## config.mk

```make
export PLATFORM = sky130hd
export DESIGN_NAME = serial_frame_ctrl_flat
export DESIGN_NICKNAME = d
export VERILOG_FILES = /design/src/rtl/serial_frame_ctrl_if.sv /design/src/rtl/serial_frame_ctrl.sv /design/src/flat_wrapper.sv
export SDC_FILE = /design/constraint.sdc
export NUM_CORES = 1
export LEC_CHECK = 0
export ABC_AREA = 1
export BUFFER_PORTS_ARGS = -buffer_cell sky130_fd_sc_hd__buf_4
export CAP_MARGIN = 20
export CORE_MARGIN = 2
export CORE_UTILIZATION = 48
export CTS_CLUSTER_DIAMETER = 120
export CTS_CLUSTER_SIZE = 20
export DETAILED_ROUTE_END_ITERATION = 8
export PLACE_DENSITY = 0.79
export SLEW_MARGIN = 10
export SYNTH_ARGS = -nofsm -noshare
export SYNTH_HDL_FRONTEND = slang
export SYNTH_SLANG_ARGS = --single-unit
export TNS_END_PERCENT = 5
```

## constraint.sdc

```tcl
create_clock -name clk -period 1.39 [get_ports clk]
set_clock_uncertainty 0.05 [all_clocks]
set_input_delay 0.139 -clock clk [delete_from_list [all_inputs] [get_ports clk]]
set_output_delay 0.139 -clock clk [all_outputs]
set_load 0.01 [all_outputs]
```

## src/rtl/serial_frame_ctrl_if.sv

```systemverilog
// Bus between the serial frame controller and its datapath neighbours.
// The master side is the controller itself.
interface serial_frame_ctrl_if;
  logic       clk_en;
  logic       serin;
  logic       port_sh_en;
  logic       num_sh_en;
  logic       ld_cnt;
  logic       cnt_en;
  logic [1:0] port;
  logic [3:0] num_data;
  logic [3:0] p_out;
  logic [3:0] p_valid;
  logic       busy;
  logic       done;

  modport master (
    input  clk_en, serin,
    output port_sh_en, num_sh_en, ld_cnt, cnt_en,
    output port, num_data, p_out, p_valid, busy, done
  );

  modport slave (
    output clk_en, serin,
    input  port_sh_en, num_sh_en, ld_cnt, cnt_en,
    input  port, num_data, p_out, p_valid, busy, done
  );
endinterface

```

## src/rtl/serial_frame_ctrl.sv

```systemverilog
// Serial demux control: detects a start bit, captures a 2-bit port and 4-bit
// count, then routes the following data bits to the selected output port.
module serial_frame_ctrl (
  input  logic                clk,
  input  logic                rst,
  serial_frame_ctrl_if.master bus
);
  localparam int unsigned PORT_W = 2;
  localparam int unsigned NUM_W  = 4;
  localparam int unsigned HDR_W  = 3;

  typedef enum logic [2:0] {IDLE, PORT, NUM, DATA, DONE} state_t;

  state_t             state;
  logic [HDR_W-1:0]   hdr_cnt;
  logic [NUM_W-1:0]   data_cnt;
  logic [PORT_W-1:0]  port_q;
  logic [NUM_W-1:0]   num_q;
  logic [NUM_W-1:0]   num_next;
  logic               hdr_last;

  assign num_next = {num_q[NUM_W-2:0], bus.serin};

  // The header counter ends a field after PORT_W port bits or NUM_W count bits.
  always_comb begin
    hdr_last = 1'b0;
    if (state == PORT) hdr_last = (hdr_cnt == HDR_W'(PORT_W - 1));
    if (state == NUM)  hdr_last = (hdr_cnt == HDR_W'(NUM_W - 1));
  end

  // Frame sequencing; every register holds while clk_en is low.
  always_ff @(posedge clk or negedge rst) begin
    if (!rst) begin
      state    <= IDLE;
      hdr_cnt  <= '0;
      data_cnt <= '0;
      port_q   <= '0;
      num_q    <= '0;
    end else if (bus.clk_en) begin
      case (state)
        IDLE: begin
          hdr_cnt <= '0;
          if (!bus.serin) state <= PORT;
        end
        PORT: begin
          port_q <= {port_q[0], bus.serin};
          if (hdr_last) begin
            hdr_cnt <= '0;
            state   <= NUM;
          end else begin
            hdr_cnt <= hdr_cnt + HDR_W'(1);
          end
        end
        NUM: begin
          num_q <= num_next;
          if (hdr_last) begin
            hdr_cnt  <= '0;
            data_cnt <= num_next;
            state    <= (num_next == '0) ? DONE : DATA;
          end else begin
            hdr_cnt <= hdr_cnt + HDR_W'(1);
          end
        end
        DATA: begin
          data_cnt <= data_cnt - NUM_W'(1);
          if (data_cnt == NUM_W'(1)) state <= DONE;
        end
        DONE:    state <= IDLE;
        default: state <= IDLE;
      endcase
    end
  end

  assign bus.port     = port_q;
  assign bus.num_data = num_q;
  assign bus.busy     = (state != IDLE);

  // Strobes and routing are state decodes qualified by clk_en, so a disabled
  // cycle never produces a strobe or a valid bit.
  always_comb begin
    bus.port_sh_en = 1'b0;
    bus.num_sh_en  = 1'b0;
    bus.ld_cnt     = 1'b0;
    bus.cnt_en     = 1'b0;
    bus.done       = 1'b0;
    bus.p_out      = '0;
    bus.p_valid    = '0;
    if (bus.clk_en) begin
      case (state)
        PORT: bus.port_sh_en = 1'b1;
        NUM: begin
          bus.num_sh_en = 1'b1;
          bus.ld_cnt    = hdr_last;
        end
        DATA: begin
          bus.cnt_en          = 1'b1;
          bus.p_valid[port_q] = 1'b1;
          bus.p_out[port_q]   = bus.serin;
        end
        DONE:    bus.done = 1'b1;
        default: ;
      endcase
    end
  end
endmodule
```

## src/flat_wrapper.sv

```systemverilog
// flat-port wrapper written by rule: the top's interface ports become plain ports
module serial_frame_ctrl_flat 
  (clk, rst, bus_clk_en, bus_serin, bus_port_sh_en, bus_num_sh_en, bus_ld_cnt, bus_cnt_en, bus_port, bus_num_data, bus_p_out, bus_p_valid, bus_busy, bus_done);
  serial_frame_ctrl_if bus_i ();
  input  logic clk;
  input  logic rst;
  input wire logic [$bits(bus_i.clk_en)-1:0] bus_clk_en;
  input wire logic [$bits(bus_i.serin)-1:0] bus_serin;
  output wire logic [$bits(bus_i.port_sh_en)-1:0] bus_port_sh_en;
  output wire logic [$bits(bus_i.num_sh_en)-1:0] bus_num_sh_en;
  output wire logic [$bits(bus_i.ld_cnt)-1:0] bus_ld_cnt;
  output wire logic [$bits(bus_i.cnt_en)-1:0] bus_cnt_en;
  output wire logic [$bits(bus_i.port)-1:0] bus_port;
  output wire logic [$bits(bus_i.num_data)-1:0] bus_num_data;
  output wire logic [$bits(bus_i.p_out)-1:0] bus_p_out;
  output wire logic [$bits(bus_i.p_valid)-1:0] bus_p_valid;
  output wire logic [$bits(bus_i.busy)-1:0] bus_busy;
  output wire logic [$bits(bus_i.done)-1:0] bus_done;
  assign bus_i.clk_en = bus_clk_en;
  assign bus_i.serin = bus_serin;
  assign bus_port_sh_en = bus_i.port_sh_en;
  assign bus_num_sh_en = bus_i.num_sh_en;
  assign bus_ld_cnt = bus_i.ld_cnt;
  assign bus_cnt_en = bus_i.cnt_en;
  assign bus_port = bus_i.port;
  assign bus_num_data = bus_i.num_data;
  assign bus_p_out = bus_i.p_out;
  assign bus_p_valid = bus_i.p_valid;
  assign bus_busy = bus_i.busy;
  assign bus_done = bus_i.done;
  serial_frame_ctrl u_core (.clk(clk), .rst(rst), .bus(bus_i));
endmodule
```

==> run summary, run 1 <==
The number of antenna diodes in the final layout is 0. Once detail routing completed, the nets flagged for antenna violations numbered 0. Setup repair after global routing could not meet its margin everywhere. The final reports fail on negative setup slack. The critical path's top delay family is simple AND/OR/NAND/NOR gates. The detailed-route wire length is 2.81 mm. The pin count of the biggest net entering global routing is 17. The detailed router placed 1059 vias in this run.

After layout, the minimum clock period comes to between 1500 and 2000 ps. The critical path goes through nand2_2 -> nor2_4 -> nand2_4 -> nor4_4 -> buf_4. Dividing the synthesized area by the synthesized cell count gives around 7.4 sq um. STA classifies the critical path startpoint as a flop. In this run the worst path has a maximum fanout of 9. The share of layout cells above drive strength 1 came out at 0.385. Summed over all cells, the static leakage comes to about 0.76 nW.

The clock network latency to the later pin of the worst-skew pair came out at 300 ps. The portion of total power attributed to the clock network is 0.096. The classification of the worst setup path is flop to output pin.

The number of clock sinks seen by CTS came out at 16. The power per standard cell area is around 1900 nW/um^2. The area growth from synthesis to layout came out at 34.9%. Synthesis produced roughly 150 cells. The effective utilization at floorplan is 0.499. The final layout net count came out at 190. The synthesis warning total is 0. The net switching fraction of the power came out at 0.486.

The highest clock frequency the design can meet is about 600 MHz. For this design, the slowest cell found on the critical path is sky130_fd_sc_hd__dfrtp_2. The worst-case hold slack is 172 ps. In this run, the number of DRC markers left after iteration 0 of detailed routing was 23.

The root buffer cell chosen for the clock tree is sky130_fd_sc_hd__clkbuf_4. The critical path's largest stage delay is 460 ps. The proportion of power drawn by flip-flops and latches came out at 0.329. The count of pins on the block boundary came out at 24. For this run, the detailed router's first-pass iteration total came to 4. The tool flagged a number of max-cap violations equal to 0. The ratio of routed vias to standard cells is 5.12. After routing the design area is between 1000 and 1500 sq um. The area of combinational cells with multiple inputs came out at roughly 670 sq um. TritonCTS built the clock tree. For this design the total switching power over the nets is ~0.0013 W. The via count of the first global-routing pass came out at between 1000 and 1500. The worst endpoint required time came out at ~1200 ps. The final number of max-transition violations came out at 0. The internal cell power is about 0.0014 W.

The width of the die is ~50 um. For the worst setup path, the data arrival time is approximately 1500 ps. The net count of the mapped netlist came out at approximately 160.

The number of library cell types mapped by synthesis came out at 25. The largest buffer count on any clock path is 2. The HPWL reported at the end of detailed placement is 1.86 mm. The first-pass GRT wire length came out at about 4.5 mm. CTS built an H-tree with a depth of 1. For this run, the share of the core covered by cells in the final layout is 0.674. The worst ir drop on vdd came out at between 1 and 1.5 mV. The detailed-route wire length per cell is between 10 and 15 um. The area of the die is about 2700 sq um. The count of endpoints failing hold in the final timing report came out at 0. Dividing the final minimum period by the clock period gives 1.20. For this run, the total global-route usage over all layers was measured as 0.234. In this run the tool buffered the top-level ports with 23 buffer cells. The relative max-transition margin came out at 0.742. Fill cells in the final layout number about 180.

The number of synthesized register bits is 16. Once routing completed, OpenROAD measured the worst setup slack at -284 ps. The part of the power in combinational logic came out at 0.576. The number of DRC violations after detailed routing is 0. The worst setup path is captured at an output pin. The initial antenna violation count is 0.

The cell area after technology mapping came out at approximately 1100 sq um. The placeable core area came out at between 2000 and 2500 sq um. The clock-pin transition on the worst setup and hold timing paths is 100 ps. The weighted congestion at the end of routability-driven global placement came out at around 0.75. The number of clock buffers added by TritonCTS is 3. The final setup TNS is -2650 ps. The flip-flop and latch area is slightly above 400 sq um.

The flow ran to the end, but the final reports show violations. The placement-stage cell area came out at approximately 1300 sq um. The floorplan step set the die height to 51.5 um. For the pin with the worst max-slew slack, the measured transition is between 300 and 400 ps. The portion of the post-synthesis area used by sequential elements came out at 0.370.

The count of standard-cell rows is 17. The total setup violations reported at the end of the flow came out at 18. The number of buffers and inverters on the critical path came out at 1. After global routing the overflow that remains totals 0. The kind of path behind the tightest hold check is input pin to asynchronous set/reset pin.
[metrics by stage]
| step | instances | total power, W | setup WS, ps |
|---|---|---|---|
| after floorplan | 146 | 0.00180 | 3.63 |
| after global placement | 201 | 0.00221 | 5.10 |
| after detailed placement | 201 | 0.00226 | -48.3 |
| after CTS | 207 | 0.00266 | -202 |
| after global routing | 207 | 0.00293 | -323 |
| final | 207 | 0.00272 | -284 |
[final cells by class]
| class | count | share of cell area |
|---|---|---|
| clock buffers | 3 | 0.0154 |
| inverters | 23 | 0.0591 |
| multi-input cells | 105 | 0.458 |
| flip-flops and latches | 16 | 0.277 |
| well taps | 28 | 0.0240 |
| repair buffers | 32 | 0.166 |
[layout by cell type (no fill, tap or decap)]
| cell type | n |
|---|---|
| sky130_fd_sc_hd__buf_4 | 31 |
| sky130_fd_sc_hd__nand2_1 | 46 |
| sky130_fd_sc_hd__o21ai_0 | 7 |
| sky130_fd_sc_hd__xor2_1 | 1 |
| sky130_fd_sc_hd__nor2_4 | 4 |
| sky130_fd_sc_hd__nor3_1 | 1 |
| sky130_fd_sc_hd__dfrtp_2 | 4 |
| sky130_fd_sc_hd__xnor2_1 | 1 |
| sky130_fd_sc_hd__nand2_2 | 4 |
| sky130_fd_sc_hd__ha_4 | 1 |
| sky130_fd_sc_hd__o211ai_1 | 1 |
| sky130_fd_sc_hd__o21ai_2 | 1 |
| sky130_fd_sc_hd__a21oi_1 | 2 |
| sky130_fd_sc_hd__dfrtp_1 | 12 |
| sky130_fd_sc_hd__nand3_2 | 1 |
| sky130_fd_sc_hd__inv_1 | 18 |
| sky130_fd_sc_hd__nor4_4 | 2 |
| sky130_fd_sc_hd__nor4_2 | 2 |
| sky130_fd_sc_hd__inv_2 | 5 |
| sky130_fd_sc_hd__clkbuf_4 | 3 |
| sky130_fd_sc_hd__dlygate4sd3_1 | 1 |
| sky130_fd_sc_hd__nand3_4 | 1 |
| sky130_fd_sc_hd__nor2_2 | 1 |
| sky130_fd_sc_hd__o211ai_2 | 1 |
| sky130_fd_sc_hd__nor3_2 | 4 |
| sky130_fd_sc_hd__o21ai_1 | 5 |
| sky130_fd_sc_hd__nor2_1 | 6 |
| sky130_fd_sc_hd__ha_2 | 1 |
| sky130_fd_sc_hd__nand2_4 | 3 |
| sky130_fd_sc_hd__nand3_1 | 6 |
| sky130_fd_sc_hd__ha_1 | 3 |
[power by group through the flow]
stage	Combinational [W]	Clock, W	Sequential (W)
final	0.00157	0.000261	0.000894
after CTS	0.00152	0.000259	0.000883
after global routing	0.00174	0.000279	0.000914
after global placement	0.00137	0	0.000839
after detailed placement	0.00141	0	0.000849
after floorplan	0.000950	0	0.000849
[layer usage]
layer / up-vias / wire (um) / track usage
li1: 527 / - / -
met1: 510 / 1100 / 0.252
met2: 17 / 1610 / 0.455
met3: 5 / 56 / 0.0201
met4: 0 / 45 / 0.105
met5: - / 0 / 0
[cell families (layout without fill, tap and decap cells)]
family                   after synthesis  after routing  share of synthesized area
AO/OA/AOI/OAI                         17             17                     0.0912
XOR/XNOR                               2              2                     0.0162
adder cells (fa/ha/maj)                5              5                     0.0577
buffers and inverters                 25             58                      0.103
flip-flops                            16             16                      0.370
AND/OR/NAND/NOR                       81             81                      0.363
[final timing paths]
path | cells after the start | startpoint | to | slack, ps
max in group asynchronous | 2 | rst | u_core.bus.port[1] | 910
min in group clk | 3 | bus_clk_en | u_core.bus.num_data[0] | 170
max reg2reg | 9 | u_core.hdr_cnt[1] | u_core.state[1] | -20
max | 5 | u_core.state[1] | bus_p_out[1] | -280
min reg2reg | 2 | u_core.hdr_cnt[2] | u_core.hdr_cnt[2] | 450
min | 2 | rst | u_core.data_cnt[2] | 170
[what timing repair did]
action | in CTS | in global routing
gates resized for setup | 21 | 1
pin swaps | 3 | 1
setup endpoints to repair | 20 | 23
setup buffers | 2 | 0
hold buffers | 1 | 0
gates cloned | 0 | 0
endpoints found under the hold margin | 16 | 0
[state kept, by name, summed over array words and instances (netlist names)]
name and cells:
u_core.hdr_cnt 3, u_core.state 3, u_core.bus.num_data 4, u_core.data_cnt 4, u_core.bus.port 2
[cells in the mapped netlist]
library cell | n | area share
sky130_fd_sc_hd__nor4_1 | 4 | 0.023
sky130_fd_sc_hd__nor2_1 | 7 | 0.024
sky130_fd_sc_hd__o21ai_1 | 5 | 0.023
sky130_fd_sc_hd__inv_1 | 19 | 0.066
sky130_fd_sc_hd__clkbuf_8 | 1 | 0.013
sky130_fd_sc_hd__o211ai_1 | 1 | 0.0069
sky130_fd_sc_hd__o211ai_2 | 1 | 0.012
sky130_fd_sc_hd__nor2_2 | 1 | 0.0058
sky130_fd_sc_hd__nand2_2 | 5 | 0.029
sky130_fd_sc_hd__nor3_1 | 5 | 0.023
sky130_fd_sc_hd__a21oi_1 | 2 | 0.0092
sky130_fd_sc_hd__nand2_4 | 1 | 0.010
sky130_fd_sc_hd__nand2_1 | 47 | 0.16
sky130_fd_sc_hd__nor2_4 | 3 | 0.031
sky130_fd_sc_hd__o21ai_0 | 7 | 0.032
sky130_fd_sc_hd__xnor2_1 | 1 | 0.0081
sky130_fd_sc_hd__xor2_1 | 1 | 0.0081
sky130_fd_sc_hd__o21ai_2 | 1 | 0.0081
sky130_fd_sc_hd__ha_1 | 5 | 0.058
sky130_fd_sc_hd__buf_6 | 1 | 0.010
sky130_fd_sc_hd__nand3_1 | 6 | 0.028
sky130_fd_sc_hd__dfrtp_1 | 16 | 0.37
sky130_fd_sc_hd__nand3_2 | 1 | 0.0092
sky130_fd_sc_hd__nand3_4 | 1 | 0.016
sky130_fd_sc_hd__inv_2 | 4 | 0.014
No activity file was read; power rests on OpenSTA's default activity.
==> run 2, diff against run 1 <==
--- a/config.mk
+++ b/config.mk
@@ -13,6 +13,7 @@
 export CTS_CLUSTER_DIAMETER = 120
 export CTS_CLUSTER_SIZE = 20
 export DETAILED_ROUTE_END_ITERATION = 8
+export MAX_ROUTING_LAYER = met4
 export PLACE_DENSITY = 0.79
 export SLEW_MARGIN = 10
 export SYNTH_ARGS = -nofsm -noshare
==> run 2 against run 1 <==
The run still ends with negative setup slack left. Via count rose by 1.1%. Routed wire length rose by 0.11%. Register-to-register slack barely moved. Fmax barely moved. Design area did not move. Highest routed layer unchanged.
==> run summary, run 2 (synthesis gave the netlist of run 1 again) <==
The final layout contains routed wiring with a total length of 2.81 mm. The final critical delay including setup and external delays is approximately 1700 ps. The number of antenna cells inserted is 0.

The ratio of routed vias to standard cells came out at about 5.2. The via count of the first global-routing pass came out at 1011. The worst setup slack before clock tree synthesis came out at -48.3 ps. The checks that failed: negative setup slack. In this run the worst setup path begins at u_core.state[1]. The worst endpoint required time is ~1200 ps. The data arrival time of the critical path is about 1500 ps. The setup slack of the critical path after layout came out at -283 ps. The floorplan has 17 rows. The library cells used most frequently in the layout, excluding fill and tap cells, are sky130_fd_sc_hd__nand2_1, sky130_fd_sc_hd__buf_4, sky130_fd_sc_hd__inv_1. The remaining global-route overflow is 0. For this configuration, the core starts out at a cell density of 0.499. With fillers left out, the area of the finished cells amounts to ~1500 sq um. The sort of element at the start of the critical path is a flop. The placement-stage cell area came out at 1310 sq um. The detailed-route wire length per cell came out at roughly 14 um. In this run the count of I/O pins placed on the die edge is 24. The count of input and output buffers came out at 23. The met3 track utilization from global routing is 0.0201. The kind of path behind the tightest hold check is input pin to asynchronous set/reset pin.

Setup repair after global routing could not meet its margin everywhere. The largest buffer count on any clock path is 2. The total design power is approximately 0.0027 W.

The number of clock sinks seen by CTS is 16. The clock network latency to the later pin of the worst-skew pair is approximately 300 ps. After clock tree synthesis, the clock-pin slew on the worst setup and hold paths is ~100 ps. The first global-routing pass estimated between 4 and 5 mm of wire. In this run the power spent charging and discharging nets is 0.00132 W.

The internal portion of the total power is 0.00140 W. The final number of max-transition violations is 0. The initial antenna violation count is 0. The width of the die came out at 51.5 um. The met1 routing resource usage after global routing is 0.254. Setup violations remaining at the end of the flow were counted as 18. In this run the clock root is driven by a sky130_fd_sc_hd__clkbuf_4.

The number of DRC violations after detailed routing is 0. The layer flagged by global routing as most heavily used is met2. The power per standard cell area is 1860 nW/um^2. The share of the clock period used by the worst path after layout came out at 1.20. The placeable core area came out at about 2200 sq um. The relative max-transition margin came out at 0.741.

The met2 track utilization from global routing came out at 0.455. The max-capacitance violation count is 0. The classification of the worst setup path is flop to output pin. The count of endpoints failing hold in the final timing report came to 0.

The share of layout cells above drive strength 1 is 0.385. The worst ir drop on vdd came out at 1.39 mV. The count of vias placed by the detailed router came out at about 1100.

The portion of total power attributed to the clock network is 0.095. The total global-route track usage is 0.241. The chip height came out at between 50 and 60 um. Of the total power, combinational logic draws 0.576. For this run, the post-layout net count is 190. The most common cell after layout, fill and taps aside is sky130_fd_sc_hd__nand2_1. The largest fanout on the critical path is 9.

The actual transition at the worst max-transition pin is 388 ps. The pin count of the biggest net entering global routing came out at 17. The CTS buffer count came out at 3.

The H-tree depth reported by CTS is 1. Of the total power, the share spent switching nets is 0.485. The HPWL reported at the end of detailed placement is between 1.5 and 2 mm. The number of cell instances on the worst register-to-register path is 9.

The run finished, with violations left. The proportion of power drawn by flip-flops and latches came out at 0.328. The worst register-to-register path ends at u_core.state[1]. The area growth from synthesis to layout is 34.9%.

TritonCTS built the clock tree. STA classifies the critical path endpoint as an output pin. The violation count after the first detailed-routing iteration came out at 28. The weighted congestion at the end of routability-driven global placement is about 0.76. The first-pass iteration count of the detailed router came out at 5. The slack of the worst reg-to-reg path came out at -20 ps. The floorplan step defined a die boundary enclosing about 2700 sq um.

The startpoint identified for the worst register-to-register timing path is u_core.hdr_cnt[1]. The number of nets with antenna violations after routing came out at 0. Based on the critical path, the design can be clocked at up to roughly 600 MHz. The leakage power came out at around 0.76 nW.
## run 2: cell counts in the layout (fill, tap and decap cells not counted)
Identical to the previous run, type by type.
## run 2: repair_timing
| action | in CTS | in global routing |
|---|---|---|
| pin swaps | 3 | 1 |
| resized for setup | 21 | 1 |
| setup endpoints to repair | 20 | 23 |
| setup buffers | 2 | 0 |
| endpoints found under the hold margin | 16 | 0 |
| hold buffers | 1 | 0 |
## run 2: worst max-delay path by stage
| stage | endpoint | cells past startpoint |
|---|---|---|
| CTS | bus_ld_cnt | 6 |
| global route | bus_p_out[1] | 5 |
| floorplan | u_core.state[2] | 9 |
| detailed placement | u_core.state[1] | 9 |
| global placement | u_core.state[1] | 9 |
| finish | bus_p_out[1] | 5 |
## run 2: final cells by class
type                            instances  area [sq um]
Sequential cell                        16           405
Inverter                               23          86.3
Multi-Input combinational cell        105           669
Clock buffer                            3          22.5
Timing Repair Buffer                   32           243
Tap cell                               28          35.0
Fill cell                             176           708
## run 2: power groups by stage
stage          sequential, W  clock [W]  combinational (W)
3_5_place_dp        0.000849          0            0.00141
4_1_cts             0.000883   0.000259            0.00152
6_report            0.000892   0.000259            0.00157
2_1_floorplan       0.000849          0           0.000950
5_1_grt             0.000915   0.000279            0.00174
3_3_place_gp        0.000839          0            0.00137
## run 2: stage by stage
stage	setup TNS, ps	utilization	instances	hold WS (ps)
after floorplan	0	-	146	-207
after global placement	0	0.606	201	-39.7
after detailed placement	-136	0.606	201	-38.0
after CTS	-2070	0.671	207	176
after global routing	-3960	0.674	207	197
final	-2640	0.674	207	173
## run 2: worst max-delay path, cell delays in order (launching register included)
cell and delay [ps]:
sky130_fd_sc_hd__dfrtp_2 460, sky130_fd_sc_hd__nand2_2 90, sky130_fd_sc_hd__nor2_4 120, sky130_fd_sc_hd__nand2_4 140, sky130_fd_sc_hd__nor4_4 190, sky130_fd_sc_hd__buf_4 170
## run 2: per-layer routing
layer	part of all wire	wire length, um
met5	0	0
met4	0.022	62
met2	0.56	1580
met1	0.39	1100
met3	0.021	60
==> run 3, diff against run 2 <==
--- a/config.mk
+++ b/config.mk
@@ -19,4 +19,4 @@
 export SYNTH_ARGS = -nofsm -noshare
 export SYNTH_HDL_FRONTEND = slang
 export SYNTH_SLANG_ARGS = --single-unit
-export TNS_END_PERCENT = 5
+export TNS_END_PERCENT = 50
==> constraint.sdc (replaced) <==
create_clock -name clk -period 1.39 [get_ports clk]
set_clock_uncertainty 0.05 [all_clocks]
set_input_delay 0.278 -clock clk [delete_from_list [all_inputs] [get_ports clk]]
set_output_delay 0.278 -clock clk [all_outputs]
set_load 0.01 [all_outputs]
==> run 3 against run 2 <==
The flow still finishes with violations (negative setup slack). Flip-flop and latch count unchanged. Via count up 12%. Critical path type unchanged. Clock power grew 29%. Largest power group unchanged. First-iteration DRC count shrank 21%. Highest routed layer unchanged. Worst setup slack got worse by 150 ps.
==> run summary, run 3 (synthesis gave the netlist of run 1 again) <==
The HPWL reported at the end of detailed placement is about 2.1 mm. The violation count after the first detailed-routing iteration came out at 22. The count of vias placed by the detailed router came out at approximately 1200. The via count of the first global-routing pass is between 1000 and 1500. The share of the clock period used by the worst path after layout is 1.31. The final critical delay including setup and external delays came out at roughly 1800 ps. The flip-flop and latch area is about 400 sq um.

In this run the worst path has a maximum fanout of 9. Before CTS, the worst setup slack after placement is -120 ps. The worst setup path is captured at an output pin. The count of standard-cell rows came out at 17. Data on the critical path arrives at its endpoint at around 1500 ps. The ratio of routed vias to standard cells came out at 5.34. The first-pass iteration count of the detailed router is 4. The pin count of the biggest net entering global routing came out at 17. The count of endpoints failing hold in the final timing report is 0. The layer flagged by global routing as most heavily used is met2. For the pin with the worst max-slew slack, the measured transition is between 400 and 500 ps. The total setup violations reported at the end of the flow is 25. VDD sags by at most around 1.6 mV. Summed over all layers, the global routing overflow is 0.

In the global route stage, met2 resource usage came out at 0.483. The clock tree from TritonCTS is yes. For this design the static power due to leakage is 0.851 nW. The sort of element at the start of the critical path is a flop. The share of layout cells above drive strength 1 came out at 0.434. The count of input and output buffers is 23. The worst-case hold slack came out at about 300 ps. The filler cell count came out at approximately 160. For this run, design rule violations remaining after detail routing come to 0. The number of antenna cells inserted came out at 0. The highest clock frequency the design can meet came out at approximately 550 MHz.

The detailed-route wire length came out at approximately 3.4 mm. Setup slack on the critical path of the routed design comes to -432 ps. The detailed-route wire length per cell is ~15 um.

The largest buffer count on any clock path is 2. The area of the die came out at between 2000 and 3000 sq um. The checks that failed: negative setup slack.

For this run, global-route usage on met1 was measured as 0.271. The worst hold path belongs to the class input pin to asynchronous set/reset pin. Clock tree synthesis selected as its root buffer the cell sky130_fd_sc_hd__clkbuf_4.

The library cells used most frequently in the layout, excluding fill and tap cells, are sky130_fd_sc_hd__nand2_1, sky130_fd_sc_hd__buf_4, sky130_fd_sc_hd__inv_1. The chip height is slightly above 50 um. Leaving out fill and tap cells, the most frequent cell in the layout is sky130_fd_sc_hd__nand2_1. In this run the remaining antenna-violating nets after routing total 0. The first-pass GRT wire length is between 5 and 6 mm. The initial antenna violation count came out at 0. The clock-pin transition on the worst setup and hold timing paths came out at approximately 100 ps. The clock network latency to the later pin of the worst-skew pair is around 310 ps. The area growth from synthesis to layout came out at 47.8%. The worst setup path is of the flop to output pin kind. The number of clock sinks seen by CTS came out at 16. The die is ~52 um wide. 24 I/O pins were placed. Measured against its own limit, the worst slew margin works out to 0.721.

STA puts the critical path data required time at 1060 ps. For this run, global-route usage on met3 was measured as 0.0460. The final layout net count is about 210. The weighted congestion at the end of routability-driven global placement is around 0.84. Setup repair after global routing could not meet its margin everywhere. In the global route stage, overall resource usage came out at 0.265.

The final number of max-transition violations came out at 0. Across the run, the number of max-cap violations was 0. The region available for standard cell placement spans between 2000 and 2500 sq um. For this configuration, the core starts out at a cell density of 0.499.

The H-tree depth reported by CTS came out at 1. TritonCTS created 3 clock buffers. Summing all multi-input logic gate instances after layout gives 673 sq um. In this run the power density over the cells is between 1500 and 2000 nW/um^2.

The run finished, with violations left.
## run 3: cell count changes in the layout (fill, tap and decap cells not counted), sizes merged
cell / before / now
buf: 31 / 47
clkbuf: 3 / 4
## run 3: cell type report
class	instances	share of cell area
tap	28	0.0219
timing repair buffer	48	0.229
multi-input combinational	105	0.420
sequential	16	0.252
inverter	23	0.0539
clock buffer	4	0.0227
## run 3: worst paths after layout
kind                                    from                 end  slack [ps]  depth (start not counted)
hold reg to reg            u_core.hdr_cnt[2]   u_core.hdr_cnt[2]         450                          2
hold / removal                           rst  u_core.data_cnt[3]         300                          2
min in group clk                  bus_clk_en   u_core.hdr_cnt[1]         330                          5
setup / recovery             u_core.state[2]      bus_p_valid[3]        -430                          4
max in group asynchronous                rst  u_core.bus.port[1]         790                          2
setup reg to reg             u_core.state[2]     u_core.state[0]        -180                         10
## run 3: worst max-delay path, stage by stage, from the launching register on
cell and delay (ps):
sky130_fd_sc_hd__dfrtp_2 470, sky130_fd_sc_hd__nor2_4 150, sky130_fd_sc_hd__nand2_4 130, sky130_fd_sc_hd__nor3_1 240, sky130_fd_sc_hd__buf_4 180
## run 3: metal layers
layer / routed length, um / vias to the layer above
met5: 0 / -
met4: 179 / 0
met3: 178 / 24
met2: 1810 / 50
met1: 1260 / 561
li1: - / 561
## run 3: metrics by stage
step                      instances  area (sq um)  power [W]  setup TNS [ps]  utilization
after global placement          210          1380    0.00233            -196        0.636
after global routing            224          1600    0.00336           -7240        0.738
after floorplan                 146          1080    0.00180            -447            -
final                           224          1600    0.00313           -5210        0.738
after detailed placement        210          1380    0.00241            -706        0.636
after CTS                       222          1550    0.00292           -3670        0.715
## run 3: what timing repair did
item / CTS / global route
hold buffers: 1 / 0
endpoints found under the hold margin: 16 / 0
pin swaps: 4 / 0
gates resized for setup: 19 / 6
endpoints found under the setup margin: 25 / 29
setup buffers: 7 / 2
## run 3: power breakdown
part           total [W]  leakage (nW)  internal (W)  switching (W)
clock           0.000335        0.0210      0.000160       0.000174
combinational    0.00195         0.628      0.000834        0.00111
sequential      0.000849         0.202      0.000658       0.000191
total            0.00313         0.851       0.00165        0.00148
